## src/rtl/rng_pkg.sv

```systemverilog
// rng_pkg: shared xorshift128 types, default seed, step function and arbiter states
package rng_pkg;
  localparam logic [31:0] X0 = 32'd123456789;
  localparam logic [31:0] Y0 = 32'd362436069;
  localparam logic [31:0] Z0 = 32'd521288629;
  localparam logic [31:0] W0 = 32'd88675123;
  typedef struct packed {
    logic [31:0] x;
    logic [31:0] y;
    logic [31:0] z;
    logic [31:0] w;
  } rng_state_t;
  localparam rng_state_t SEED0 = '{x: X0, y: Y0, z: Z0, w: W0};
  typedef enum logic {S_WARMUP, S_SERVE} fsm_t;
  function automatic rng_state_t xorshift_next(rng_state_t s);
    logic [31:0] t;
    t = s.x ^ (s.x << 11);
    return '{x: s.y, y: s.z, z: s.w, w: s.w ^ (s.w >> 19) ^ t ^ (t >> 8)};
  endfunction
endpackage

```

## src/rtl/xorshift128_core.sv

```systemverilog
// xorshift128_core: xorshift128 state register with seed load, single-step and all-zero guard
module xorshift128_core
  import rng_pkg::*;
(
  input  logic         clk,
  input  logic         rstn,
  input  logic         step,
  input  logic         load,
  input  logic [127:0] seed,
  output rng_state_t   state,
  output logic [31:0]  next_w
);
  rng_state_t nxt;
  assign nxt = xorshift_next(state);
  assign next_w = nxt.w;
  always_ff @(posedge clk or negedge rstn)
    if (!rstn) state <= SEED0;
    else if (load) state <= seed == '0 ? SEED0 : rng_state_t'(seed);
    else if (step) state <= nxt == '0 ? SEED0 : nxt;
endmodule

```

## src/rtl/rng_arbiter.sv

```systemverilog
// rng_arbiter: round-robin sharing of one xorshift128 generator with warm-up and reseed
module rng_arbiter
  import rng_pkg::*;
#(
  parameter int N_REQ  = 4,
  parameter int WARMUP = 16,
  parameter int ID_W   = N_REQ > 1 ? $clog2(N_REQ) : 1
) (
  input  logic             clk,
  input  logic             rstn,
  input  logic [N_REQ-1:0] req,
  output logic [N_REQ-1:0] gnt,
  input  logic             seed_valid,
  input  logic [127:0]     seed_data,
  output logic             busy,
  output logic             rsp_valid,
  output logic [ID_W-1:0]  rsp_id,
  output logic [31:0]      rsp_data,
  output logic [31:0]      draw_count
);
  localparam fsm_t ST0 = WARMUP == 0 ? S_SERVE : S_WARMUP;
  localparam logic [7:0] WU = 8'(WARMUP);
  fsm_t st, st_nxt;
  logic [7:0] cnt, cnt_nxt;
  logic [ID_W-1:0] ptr, win;
  logic [ID_W:0] idx;
  logic hit, grant, step;
  logic [31:0] next_w;
  rng_state_t gen_unused;
  xorshift128_core u_core (
    .clk(clk),
    .rstn(rstn),
    .step(step),
    .load(seed_valid),
    .seed(seed_data),
    .state(gen_unused),
    .next_w(next_w)
  );
  always_comb begin
    win = '0;
    hit = 1'b0;
    idx = '0;
    for (int i = N_REQ - 1; i >= 0; i--) begin
      idx = (ID_W+1)'(ptr) + (ID_W+1)'(i);
      idx = idx >= (ID_W+1)'(N_REQ) ? idx - (ID_W+1)'(N_REQ) : idx;
      if (req[idx[ID_W-1:0]]) begin
        hit = 1'b1;
        win = idx[ID_W-1:0];
      end
    end
  end
  assign busy  = st == S_WARMUP;
  assign grant = st == S_SERVE && hit && !seed_valid;
  assign gnt   = grant ? N_REQ'(1) << win : '0;
  assign step  = !seed_valid && (busy || grant);
  always_comb begin
    st_nxt  = seed_valid ? ST0 : busy && cnt == 8'd1 ? S_SERVE : st;
    cnt_nxt = seed_valid ? WU : busy ? cnt - 8'd1 : cnt;
  end
  always_ff @(posedge clk or negedge rstn)
    if (!rstn) begin
      st         <= ST0;
      cnt        <= WU;
      ptr        <= '0;
      rsp_valid  <= 1'b0;
      rsp_id     <= '0;
      rsp_data   <= '0;
      draw_count <= '0;
    end else begin
      st        <= st_nxt;
      cnt       <= cnt_nxt;
      rsp_valid <= grant;
      if (grant) begin
        ptr        <= win == ID_W'(N_REQ - 1) ? '0 : win + 1'b1;
        rsp_id     <= win;
        rsp_data   <= next_w;
        draw_count <= draw_count + 32'd1;
      end
    end
endmodule

```

## config.mk

```make
export PLATFORM = sky130hd
export DESIGN_NAME = rng_arbiter
export DESIGN_NICKNAME = d
export VERILOG_FILES = /design/src/rtl/rng_pkg.sv /design/src/rtl/xorshift128_core.sv /design/src/rtl/rng_arbiter.sv
export SDC_FILE = /design/constraint.sdc
export NUM_CORES = 1
export LEC_CHECK = 0
export CAP_MARGIN = 10
export CORE_ASPECT_RATIO = 1.2
export CORE_MARGIN = 10
export CORE_UTILIZATION = 35
export CTS_BUF_LIST = sky130_fd_sc_hd__clkbuf_4
export CTS_CLUSTER_SIZE = 14
export DETAILED_ROUTE_END_ITERATION = 7
export PLACE_DENSITY = 0.57
export SYNTH_ARGS = -nofsm -noshare
export SYNTH_HDL_FRONTEND = slang
export SYNTH_SLANG_ARGS = --single-unit
```

## constraint.sdc

```tcl
create_clock -name clk -period 2.9 [get_ports clk]
set_input_delay 0.87 -clock clk [delete_from_list [all_inputs] [get_ports clk]]
set_output_delay 0.87 -clock clk [all_outputs]
set_load 0.02 [all_outputs]
```

==> run_results.csv, run 1 <==
group,metric,value,unit
global_route,antenna_found_initial,1,
worst_setup_path,cp_common_cell,"buf_4",
sta,fin_crit_sh,1.03,
global_route,grt_pass1_wl,70500,µm
worst_setup_path,startpoint_type,"input port",
sta,hold_viol,0,
clock_tree,clk_latency,0.74,ns
logic_synthesis,netlist_area,10800,µm²
sta,rsz0062_at_grt,"yes",
logic_synthesis,ys.flop_type,"dfrtp_1",
power_and_ir_drop,worst_ir_drop_vdd,0.000430,V
sta,timing.hold.ws,0.157,ns
route,drtPass1Iterations,5,
logic_synthesis,syn_area_per_cell,10.0,µm²
sta,drv_slew,0,
finish,layout-drive-gt1-share,0.332,
worst_setup_path,required,2.03,ns
worst_setup_path,worstSetupPathType,"input port to primary output",
global_route,grt_pass1_vias,11300,
global_route,grt_max_degree,65,
logic_synthesis,yosys.cell_types.count,45,
clock_tree,h-tree-depth,2,
finish,multiInputGateArea,5210,µm²
logic_synthesis,ys_async_sr_fraction,1.00,
sta,setup-violations-final,4,
logic_synthesis,synth_cells,1073,
logic_synthesis,ys_seq_area_frac,0.486,
finish,register_area,5230,µm²
placement,gp_congestion,1.00,
sta,skew,0.0761,ns
logic_synthesis,synth_fa_ha_area_frac,0.00813,
logic_synthesis,synth_edf_count,0,
clock_tree,clk_pin_slew,0.07,ns
floorplanning,start_util,0.355,
logic_synthesis,ys_warn_count,0,
placement,hpwl,36300,µm
route,wire_per_inst,23.8,µm
min_path,worstHoldPathType,"input port to asynchronous set/reset pin",
worst_setup_path,cp-end-kind,"primary output",
sta,layout_min_cycle_time,3.00,ns
route,vias_per_cell,5.50,
route,totalWireLength,47200,µm
logic_synthesis,synthSimpleGateAreaFrac,0.164,
finish,fin_util,0.538,
clock_tree,cts_buffer_depth,3,
worst_setup_path,path_max_fanout,3,
logic_synthesis,synth-compound-area-share,0.176,
sta,slew_headroom,0.429,
finish,fill_cells,2778,
global_route,grt_overflow,0,
worst_setup_path,cp.arrival,2.13,ns
clock_tree,root_buffer,"clkbuf_4",
logic_synthesis,yosys.area_share.xor_xnor,0.114,
floorplanning,die_w,180,µm
worst_setup_path,cpMaxStageDelayCell,"dlygate4sd2_1",
job,drv_cap,0,
finish,syn_to_final_growth,51.8,%
logic_synthesis,synth-seq-cells,206,
clock_tree,cts_buffers,55,
logic_synthesis,synth_top_family_by_area,"compound AO/OA/AOI/OAI gates",
clock_tree,cts_num_sinks,206,
finish,nets,1685,
logic_synthesis,synth_nets,1215,
clock_tree,cts_tree,"built",
placement,port_buffers,206,
route,drc,0,
sta,max_freq,333,MHz
worst_setup_path,max_stage_delay,0.27,ns
global_route,grt_usage,0.239,
floorplanning,fp.dieArea,38200,µm²
floorplanning,ios,207,
floorplanning,die_height,212,µm
floorplanning,rows,70,
run_status,violations,"setup timing",
run_status,status,"finished, violations left",
worst_setup_path,critical_path.cell_chain,"dlygate4sd2_1 > buf_4 > nor2_1 > o22ai_2 > buf_4 > ha_2 > and2_4 > buf_6",
logic_synthesis,synthMuxAreaShare,0,
sta,worstMarginPinSlew,0.855,ns
route,drtIter0Drc,1018,
floorplanning,core,30400,µm²
placement,postPlaceCellArea,15200,µm²
sta,fin_ws,-0.101,ns
route,vias,10900,
route,drtAntennaViolNets,0,
power_and_ir_drop,p_leak,0.00725,µW
finish,final_area,16400,µm²
power_and_ir_drop,powerDensity,732,nW/µm²
## where the power goes
group          leakage (µW)  switching (µW)  total [µW]  internal [µW]
Sequential          0.00247             712        4320           3610
Clock              0.000447            1280        2820           1540
Combinational       0.00433            2400        4830           2430
Total               0.00725            4400       12000           7580
## stage by stage
step	setup TNS, ns	cells	power (µW)	setup slack, ns
floorplan	0	1073	6160	0.00621
global placement	-66.52	1867	8860	-0.907
detailed placement	-75.25	1867	8900	-0.924
CTS	-0.398	1973	11900	-0.113
global route	-0.729	1983	12500	-0.183
finish	-0.360	1983	12000	-0.101
## registers in the layout, indices dropped and copies added, names as in the netlist
signal / flops
rsp_valid: 1
st: 1
draw_count: 32
u_core.state: 128
rsp_id: 2
cnt: 8
rsp_data: 32
ptr: 2
## kinds of logic after synthesis
group	Yosys count
AOI/OAI and AO/OA	239
xor gates and xnor gates	112
and+or+nand+nor	374
DFF	206
adders and majority gates	7
buffers and inverters	135
## cell usage after synthesis (all sizes together) (12+ instances only)
master | number | share of area
xnor2 | 68 | 0.057
dfrtp | 144 | 0.33
buf | 12 | 0.0086
nand3 | 16 | 0.0074
nor2 | 117 | 0.041
xor2 | 27 | 0.022
nand2 | 113 | 0.039
xnor3 | 15 | 0.031
dfstp | 62 | 0.15
a21oi | 40 | 0.019
a221oi | 60 | 0.049
o22ai | 62 | 0.036
a31oi | 55 | 0.059
clkbuf | 62 | 0.022
nand4 | 22 | 0.013
nor4 | 65 | 0.038
inv | 61 | 0.021
## timing repair
| action | 4_1_cts | 5_1_grt |
|---|---|---|
| gates resized for setup | 51 | 22 |
| setup endpoints to repair | 64 | 76 |
| cloned | 1 | 2 |
| pin swaps | 7 | 17 |
| buffers inserted | 5 | 7 |
| hold buffers | 0 | 0 |
## final cells by class
cell class              count  area share
clock buffers              81      0.0372
diodes                      1    0.000153
well taps                 396      0.0303
flip-flops and latches    206       0.320
repair buffers            487       0.270
clock inverters            19     0.00941
multi-input cells         732       0.318
inverters                  61      0.0140
## per-layer routing
| layer | GRT usage | share of wire | vias to the layer above |
|---|---|---|---|
| met4 | 0.159 | 0.072 | 0 |
| met2 | 0.388 | 0.46 | 584 |
| li1 | - | - | 4885 |
| met3 | 0.0536 | 0.073 | 150 |
| met5 | 0 | 0 | - |
| met1 | 0.280 | 0.39 | 5286 |
## final timing paths
| check | end | slack, ns | start | cells after the start |
|---|---|---|---|---|
| setup / recovery | gnt[0] | -0.10 | req[1] | 8 |
| hold / removal | u_core.state[38] | 0.16 | rstn | 1 |
| setup reg to reg | u_core.state[9] | 0.06 | u_core.state[20] | 9 |
| hold reg to reg | rsp_data[22] | 0.47 | rsp_data[22] | 2 |
| max in group asynchronous | u_core.state[19] | 1.99 | rstn | 2 |
| min in group clk | rsp_data[22] | 0.47 | rsp_data[22] | 2 |
## critical path, delay by kind of cell
kind | cells | cell delay [ns]
buf+inv | 4 | 0.69
simple gates | 2 | 0.28
compound gates | 1 | 0.12
fa+ha+maj | 1 | 0.17
## placed cells by master (no fill, tap or decap), drive strengths merged, types with 4 or more instances in the layout
| master | n |
|---|---|
| dfstp | 62 |
| xnor2 | 68 |
| xor2 | 27 |
| a21oi | 40 |
| o21ai | 10 |
| or3 | 5 |
| nor2 | 117 |
| ha | 7 |
| and4 | 7 |
| dfrtp | 144 |
| and2 | 5 |
| nor3 | 10 |
| clkbuf | 84 |
| nand2 | 113 |
| clkinv | 16 |
| buf | 284 |
| inv | 61 |
| nand4 | 22 |
| o22ai | 62 |
| clkdlybuf4s50 | 197 |
| a221oi | 60 |
| nor4 | 65 |
| a31oi | 55 |
| xnor3 | 15 |
| and3 | 4 |
| nand3 | 16 |
Power figures use the tool's default switching activity.
==> run 2, diff against run 1 <==
--- a/config.mk
+++ b/config.mk
@@ -6,13 +6,16 @@
 export NUM_CORES = 1
 export LEC_CHECK = 0
 export CAP_MARGIN = 10
+export CELL_PAD_IN_SITES_DETAIL_PLACEMENT = 1
+export CELL_PAD_IN_SITES_GLOBAL_PLACEMENT = 1
 export CORE_ASPECT_RATIO = 1.2
-export CORE_MARGIN = 10
+export CORE_MARGIN = 5
 export CORE_UTILIZATION = 35
 export CTS_BUF_LIST = sky130_fd_sc_hd__clkbuf_4
 export CTS_CLUSTER_SIZE = 14
 export DETAILED_ROUTE_END_ITERATION = 7
-export PLACE_DENSITY = 0.57
+export PLACE_DENSITY = 0.71
 export SYNTH_ARGS = -nofsm -noshare
 export SYNTH_HDL_FRONTEND = slang
+export SYNTH_HIERARCHICAL = 1
 export SYNTH_SLANG_ARGS = --single-unit
==> run 2 against run 1 <==
The run still ends with setup timing left; die area down 9.6%; via count shrank 2.9%; fmax shrank 4.2%; clock skew down 0.015 ns; clock-buffer cell count grew 11; total power fell by 10%; setup slack worse by 0.13 ns; register-to-register slack lost 0.23 ns; non-clock buffer count shrank 62.
==> run_results.csv, run 2 <==
group,metric,value,unit
run_status,status,"finished, violations left",
run_status,violations,"setup timing",
logic_synthesis,ys_seq_area_frac,0.483,
worst_setup_path,critical_path.reg2reg.endpoint,"u_core/state[112]",
finish,layout-drive-gt1-share,0.307,
placement,hpwl,31800,µm
worst_setup_path,cp-end-kind,"primary output",
worst_setup_path,r2r-start,"u_core/state[24]",
route,drtIter0Drc,700,
sta,layout_min_cycle_time,3.13,ns
logic_synthesis,synth_top_area_frac,0.333,
global_route,grt_usage,0.250,
floorplanning,core,30500,µm²
power_and_ir_drop,power,10800,µW
route,vias_per_cell,5.45,
logic_synthesis,yosysMostFrequentCell,"nand2_1",
logic_synthesis,yosys.cell_types.count,53,
floorplanning,ios,207,
clock_tree,cts_tree,"built",
placement,gp_congestion,0.920,
worst_setup_path,r2r_cells,8,
sta,worstMarginPinSlew,0.883,ns
logic_synthesis,syn_area_per_cell,10.1,µm²
sta,slew_headroom,0.411,
sta,skew,0.0614,ns
sta,setup-violations-final,61,
global_route,grt_pass1_vias,11500,
floorplanning,fp.dieArea,34600,µm²
logic_synthesis,synth_nets,1216,
finish,syn_to_final_growth,50.4,%
logic_synthesis,synth-seq-cells,206,
route,drtAntennaViolNets,0,
clock_tree,cts_buffers,56,
floorplanning,rows,70,
clock_tree,h-tree-depth,2,
route,vias,10600,
global_route,antenna_found_initial,1,
logic_synthesis,synth_area_leader_cell,"dfrtp_1",
finish,final_cell_mix,"buf_4, clkdlybuf4s50_1, nand2_1",
global_route,grt_overflow,0,
floorplanning,die_height,203,µm
finish,layout_commonest_cell,"buf_4",
sta,hold_viol,0,
clock_tree,root_buffer,"clkbuf_4",
power_and_ir_drop,p_leak,0.00745,µW
route,drc,0,
sta,drv_slew,0,
finish,largest_reg_flops,128,
clock_tree,cts_buffer_depth,3,
clock_tree,cts_num_sinks,206,
route,wire_per_inst,23.1,µm
floorplanning,start_util,0.355,
power_and_ir_drop,worst_ir_drop_vdd,0.000290,V
route,drtPass1Iterations,5,
sta,fin_crit_sh,1.08,
logic_synthesis,synth_edf_count,0,
finish,top_register,"u_core/state",
clock_tree,clk_latency,0.70,ns
finish,reg_top3,"u_core/state x128, draw_count x32, rsp_data x32",
logic_synthesis,ys.flop_type,"dfrtp_1",
global_route,grt_pass1_wl,67100,µm
finish,fin_util,0.534,
floorplanning,die_w,171,µm
job,drv_cap,0,
finish,multiInputGateArea,5470,µm²
clock_tree,clk_pin_slew,0.07,ns
worst_setup_path,cp.arrival,2.26,ns
logic_synthesis,ys_async_sr_fraction,1.00,
route,totalWireLength,44900,µm
sta,max_freq,319,MHz
global_route,grt_max_degree,88,
worst_setup_path,r2r_slack,-0.17,ns
min_path,worstHoldPathType,"input port to asynchronous set/reset pin",
worst_setup_path,path_max_fanout,4,
sta,fin_ws,-0.232,ns
sta,rsz0062_at_grt,"yes",
logic_synthesis,synth_cells,1074,
worst_setup_path,worstSetupPathType,"input port to primary output",
finish,fill_cells,3418,
logic_synthesis,synth_area_leaders,"dfrtp_1, dfstp_2, nand2_1",
finish,nets,1642,
worst_setup_path,required,2.03,ns
logic_synthesis,netlist_area,10800,µm²
finish,register_area,5230,µm²
power_and_ir_drop,powerDensity,662,nW/µm²
logic_synthesis,ys_top_cells_by_count,"nand2_1, dfrtp_1, inv_1, nor4_1, o21ai_0",
worst_setup_path,startpoint_type,"input port",
logic_synthesis,ys_warn_count,6,
clock_tree,cts_hold_buf,0,
placement,port_buffers,206,
[run 2: cell types whose count changed in the layout (fill, tap and decap cells not counted), sizes merged, moves of 59 or more]
cell / change
nor2: -106
nand2: +69
mux2i: +61
a221oi: -60
o21ai: +60
buf: -59
[run 2: how the worst max path moves through the flow]
stage | from | end | slack [ns] | cells past startpoint
after floorplan | req[1] | gnt[0] | 0.05 | 5
after global placement | req[1] | gnt[2] | -0.93 | 9
after detailed placement | req[1] | gnt[2] | -1.04 | 9
after CTS | ptr[0] | gnt[2] | -0.21 | 8
after global routing | ptr[0] | gnt[2] | -0.28 | 8
final | req[3] | gnt[2] | -0.23 | 9
[run 2: cell type report]
type                       instances  share of cell area
antenna                            1            0.000154
timing repair buffer             425               0.248
inverter                          74              0.0174
multi-input combinational        737               0.336
clock buffer                      92              0.0424
clock inverter                    12             0.00461
sequential                       206               0.321
tap                              396              0.0304
[run 2: cell families (layout without fill, tap and decap cells)]
group,count (synthesis),in the layout,synth area share
other,0,1,0
and+or+nand+nor,348,348,0.162
adders and majority gates,7,7,0.00809
muxes,62,62,0.0575
DFF,206,206,0.483
AOI/OAI and AO/OA,204,204,0.116
buffers and inverters,131,603,0.0499
xor gates and xnor gates,116,116,0.123
[run 2: what timing repair did]
item | CTS | global route
buffers inserted | 6 | 1
endpoints found under the setup margin | 65 | 65
resized for setup | 92 | 37
pin swaps | 48 | 16
hold endpoints to repair | 0 | 0
gates cloned | 7 | 1
[run 2: metal layers]
layer	track usage	wire [µm]
met4	0.127	2610
met3	0.0415	2710
met5	0	0
met2	0.424	21900
met1	0.305	17600
[run 2: stage by stage]
stage          setup TNS, ns  cell area (µm²)  instances  hold WS (ns)  setup WS (ns)
3_5_place_dp          -58.48            14800       1823         0.461          -1.04
4_1_cts                -5.23            16000       1940        0.0741         -0.208
5_1_grt               -10.49            16300       1943        0.0929         -0.282
6_report               -8.69            16300       1943         0.133         -0.232
3_3_place_gp          -46.86            14800       1823         0.455         -0.925
2_1_floorplan              0            10800       1074         0.448         0.0485
[run 2: worst max-delay path, stage by stage]
cell	delay (ns)
clkdlybuf4s15_1	0.19
inv_2	0.05
a221o_1	0.36
a22oi_2	0.20
buf_6	0.16
inv_6	0.04
ha_4	0.14
and2_4	0.13
buf_6	0.12
[run 2: power breakdown]
part	total, µW	switching (µW)	internal [µW]
Sequential	4020	530	3490
Combinational	3960	2090	1870
Clock	2790	1270	1510
==> run 3, diff against run 2 <==
--- a/config.mk
+++ b/config.mk
@@ -15,6 +15,7 @@
 export CTS_CLUSTER_SIZE = 14
 export DETAILED_ROUTE_END_ITERATION = 7
 export PLACE_DENSITY = 0.71
+export SKIP_CTS_REPAIR_TIMING = 1
 export SYNTH_ARGS = -nofsm -noshare
 export SYNTH_HDL_FRONTEND = slang
 export SYNTH_HIERARCHICAL = 1
==> run 3 against run 2 <==
The flow still finishes with violations (setup timing); register-to-register slack about the same; hold slack got worse by 0.0056 ns; total power decreased by 0.80%; setup slack improved by 0.034 ns; routed wire length decreased by 1.3%; cell count decreased by 0.21%; critical path depth unchanged; die area unchanged; first-iteration DRC count increased by 2.0%; combinational power decreased by 2%; utilization decreased by 0.54 points.
==> run_results.csv, run 3 (synthesis gave the netlist of run 2 again) <==
group,metric,value,unit
worst_setup_path,path_buf_inv,4,
clock_tree,cts_buffers,56,
power_and_ir_drop,power,10700,µW
global_route,grt_overflow,0,
clock_tree,cts_num_sinks,206,
floorplanning,ios,207,
global_route,antenna_found_initial,1,
global_route,grt_pass1_vias,11000,
route,drtIter0Drc,714,
placement,postPlaceCellArea,14800,µm²
global_route,use_met1,0.301,
global_route,grt_pass1_wl,63400,µm
worst_setup_path,cp-end-kind,"primary output",
sta,slew_headroom,0.404,
sta,fin_ws,-0.198,ns
floorplanning,core,30500,µm²
run_status,violations,"setup timing",
worst_setup_path,max_stage_delay,0.32,ns
sta,layout_min_cycle_time,3.10,ns
finish,layout-drive-gt1-share,0.302,
route,drc,0,
route,drtPass1Iterations,5,
global_route,grt_max_degree,88,
sta,rsz0062_at_grt,"yes",
global_route,use_met3,0.0343,
job,drv_cap,0,
sta,fin_setup_tns,-6.49,ns
placement,hpwl,31800,µm
sta,drv_slew,0,
placement,port_buffers,206,
finish,top_register,"u_core/state",
route,wire_per_inst,22.8,µm
finish,fill_cells,3413,
worst_setup_path,cp.arrival,2.23,ns
power_and_ir_drop,powerDensity,663,nW/µm²
power_and_ir_drop,p_leak,0.00743,µW
worst_setup_path,worstSetupPathType,"input port to primary output",
route,vias,10400,
sta,worstMarginPinSlew,0.895,ns
route,vias_per_cell,5.38,
finish,largest_reg_flops,128,
route,drtAntennaViolNets,0,
placement,gp_congestion,0.920,
global_route,globalRouteMet2Util,0.393,
floorplanning,die_height,203,µm
worst_setup_path,cpMaxStageDelayCell,"a2bb2o_2",
global_route,top_usage_layer,"met2",
clock_tree,clk_pin_slew,0.07,ns
global_route,grt_usage,0.235,
clock_tree,h-tree-depth,2,
finish,reg_top3,"u_core/state x128, draw_count x32, rsp_data x32",
clock_tree,cts_tree,"built",
finish,syn_to_final_growth,48.9,%
sta,skew,0.0558,ns
floorplanning,die_w,171,µm
finish,final_cell_mix,"clkdlybuf4s50_1, buf_4, nand2_1",
sta,hold_viol,0,
floorplanning,start_util,0.355,
clock_tree,clk_latency,0.70,ns
min_path,worstHoldPathType,"input port to asynchronous set/reset pin",
sta,fin_crit_sh,1.07,
sta,setup-violations-final,63,
floorplanning,rows,70,
finish,nets,1638,
worst_setup_path,path_max_fanout,4,
floorplanning,fp.dieArea,34600,µm²
worst_setup_path,path_delay_family,"buffers and inverters",
clock_tree,cts_buffer_depth,3,
route,totalWireLength,44300,µm
clock_tree,root_buffer,"clkbuf_4",
worst_setup_path,critical_path.cell_chain,"dlymetal6s2s_1 > buf_4 > a21oi_1 > o21ai_0 > a2bb2o_2 > inv_2 > ha_2 > and2_4 > buf_6",
finish,final_area,16100,µm²
power_and_ir_drop,worst_ir_drop_vdd,0.000290,V
worst_setup_path,required,2.03,ns
sta,max_freq,323,MHz
worst_setup_path,startpoint_type,"input port",
run_status,status,"finished, violations left",
run 3: changes by cell type in the layout (fill, tap and decap cells not counted), sizes merged:
cell / previous run / this run
buf: 225 / 214
o31a: 1 / 2
dlymetal6s2s: 0 / 4
clkbuf: 95 / 98
clkdlybuf4s15: 1 / 0
run 3: per-layer routing:
metal / vias to the layer above / wire (µm)
met5: - / 0
met4: 0 / 2320
met3: 120 / 2670
met2: 437 / 21500
met1: 5210 / 17800
li1: 4664 / -
run 3: cell type report:
cell class | instances | area [µm²] | share of cell area
timing repair buffer | 420 | 3940 | 0.244
inverter | 74 | 283 | 0.0175
multi-input combinational | 738 | 5400 | 0.335
sequential | 206 | 5230 | 0.325
clock buffer | 92 | 691 | 0.0429
clock inverter | 12 | 75.1 | 0.00466
tap | 396 | 495 | 0.0307
antenna | 1 | 2.50 | 0.000155
run 3: power breakdown:
part	total, µW	internal, µW	leakage (µW)	switching, µW
sequential	4020	3490	0.00247	525
combinational	3880	1830	0.00450	2060
clock	2790	1510	0.000456	1270
total	10700	6840	0.00743	3850
run 3: worst paths after layout:
kind	startpoint	to	slack, ns	depth (start not counted)
min in group clk	draw_count[31]	draw_count[31]	0.46	1
worst min-delay path	rstn	u_core/state[21]	0.13	1
worst min register to register	draw_count[31]	draw_count[31]	0.46	1
worst max register to register	u_core/state[120]	u_core/state[8]	-0.17	7
max in group asynchronous	rstn	u_core/state[40]	2.02	2
worst max-delay path	req[1]	gnt[3]	-0.20	9
run 3: per-stage QoR:
step / utilization / setup slack [ns] / hold WS [ns] / instances
2_1_floorplan: - / 0.0485 / 0.448 / 1074
3_3_place_gp: 0.485 / -0.925 / 0.455 / 1823
3_5_place_dp: 0.485 / -1.04 / 0.461 / 1823
4_1_cts: 0.510 / -1.06 / 0.0741 / 1927
5_1_grt: 0.529 / -0.272 / 0.0885 / 1939
6_report: 0.529 / -0.198 / 0.128 / 1939
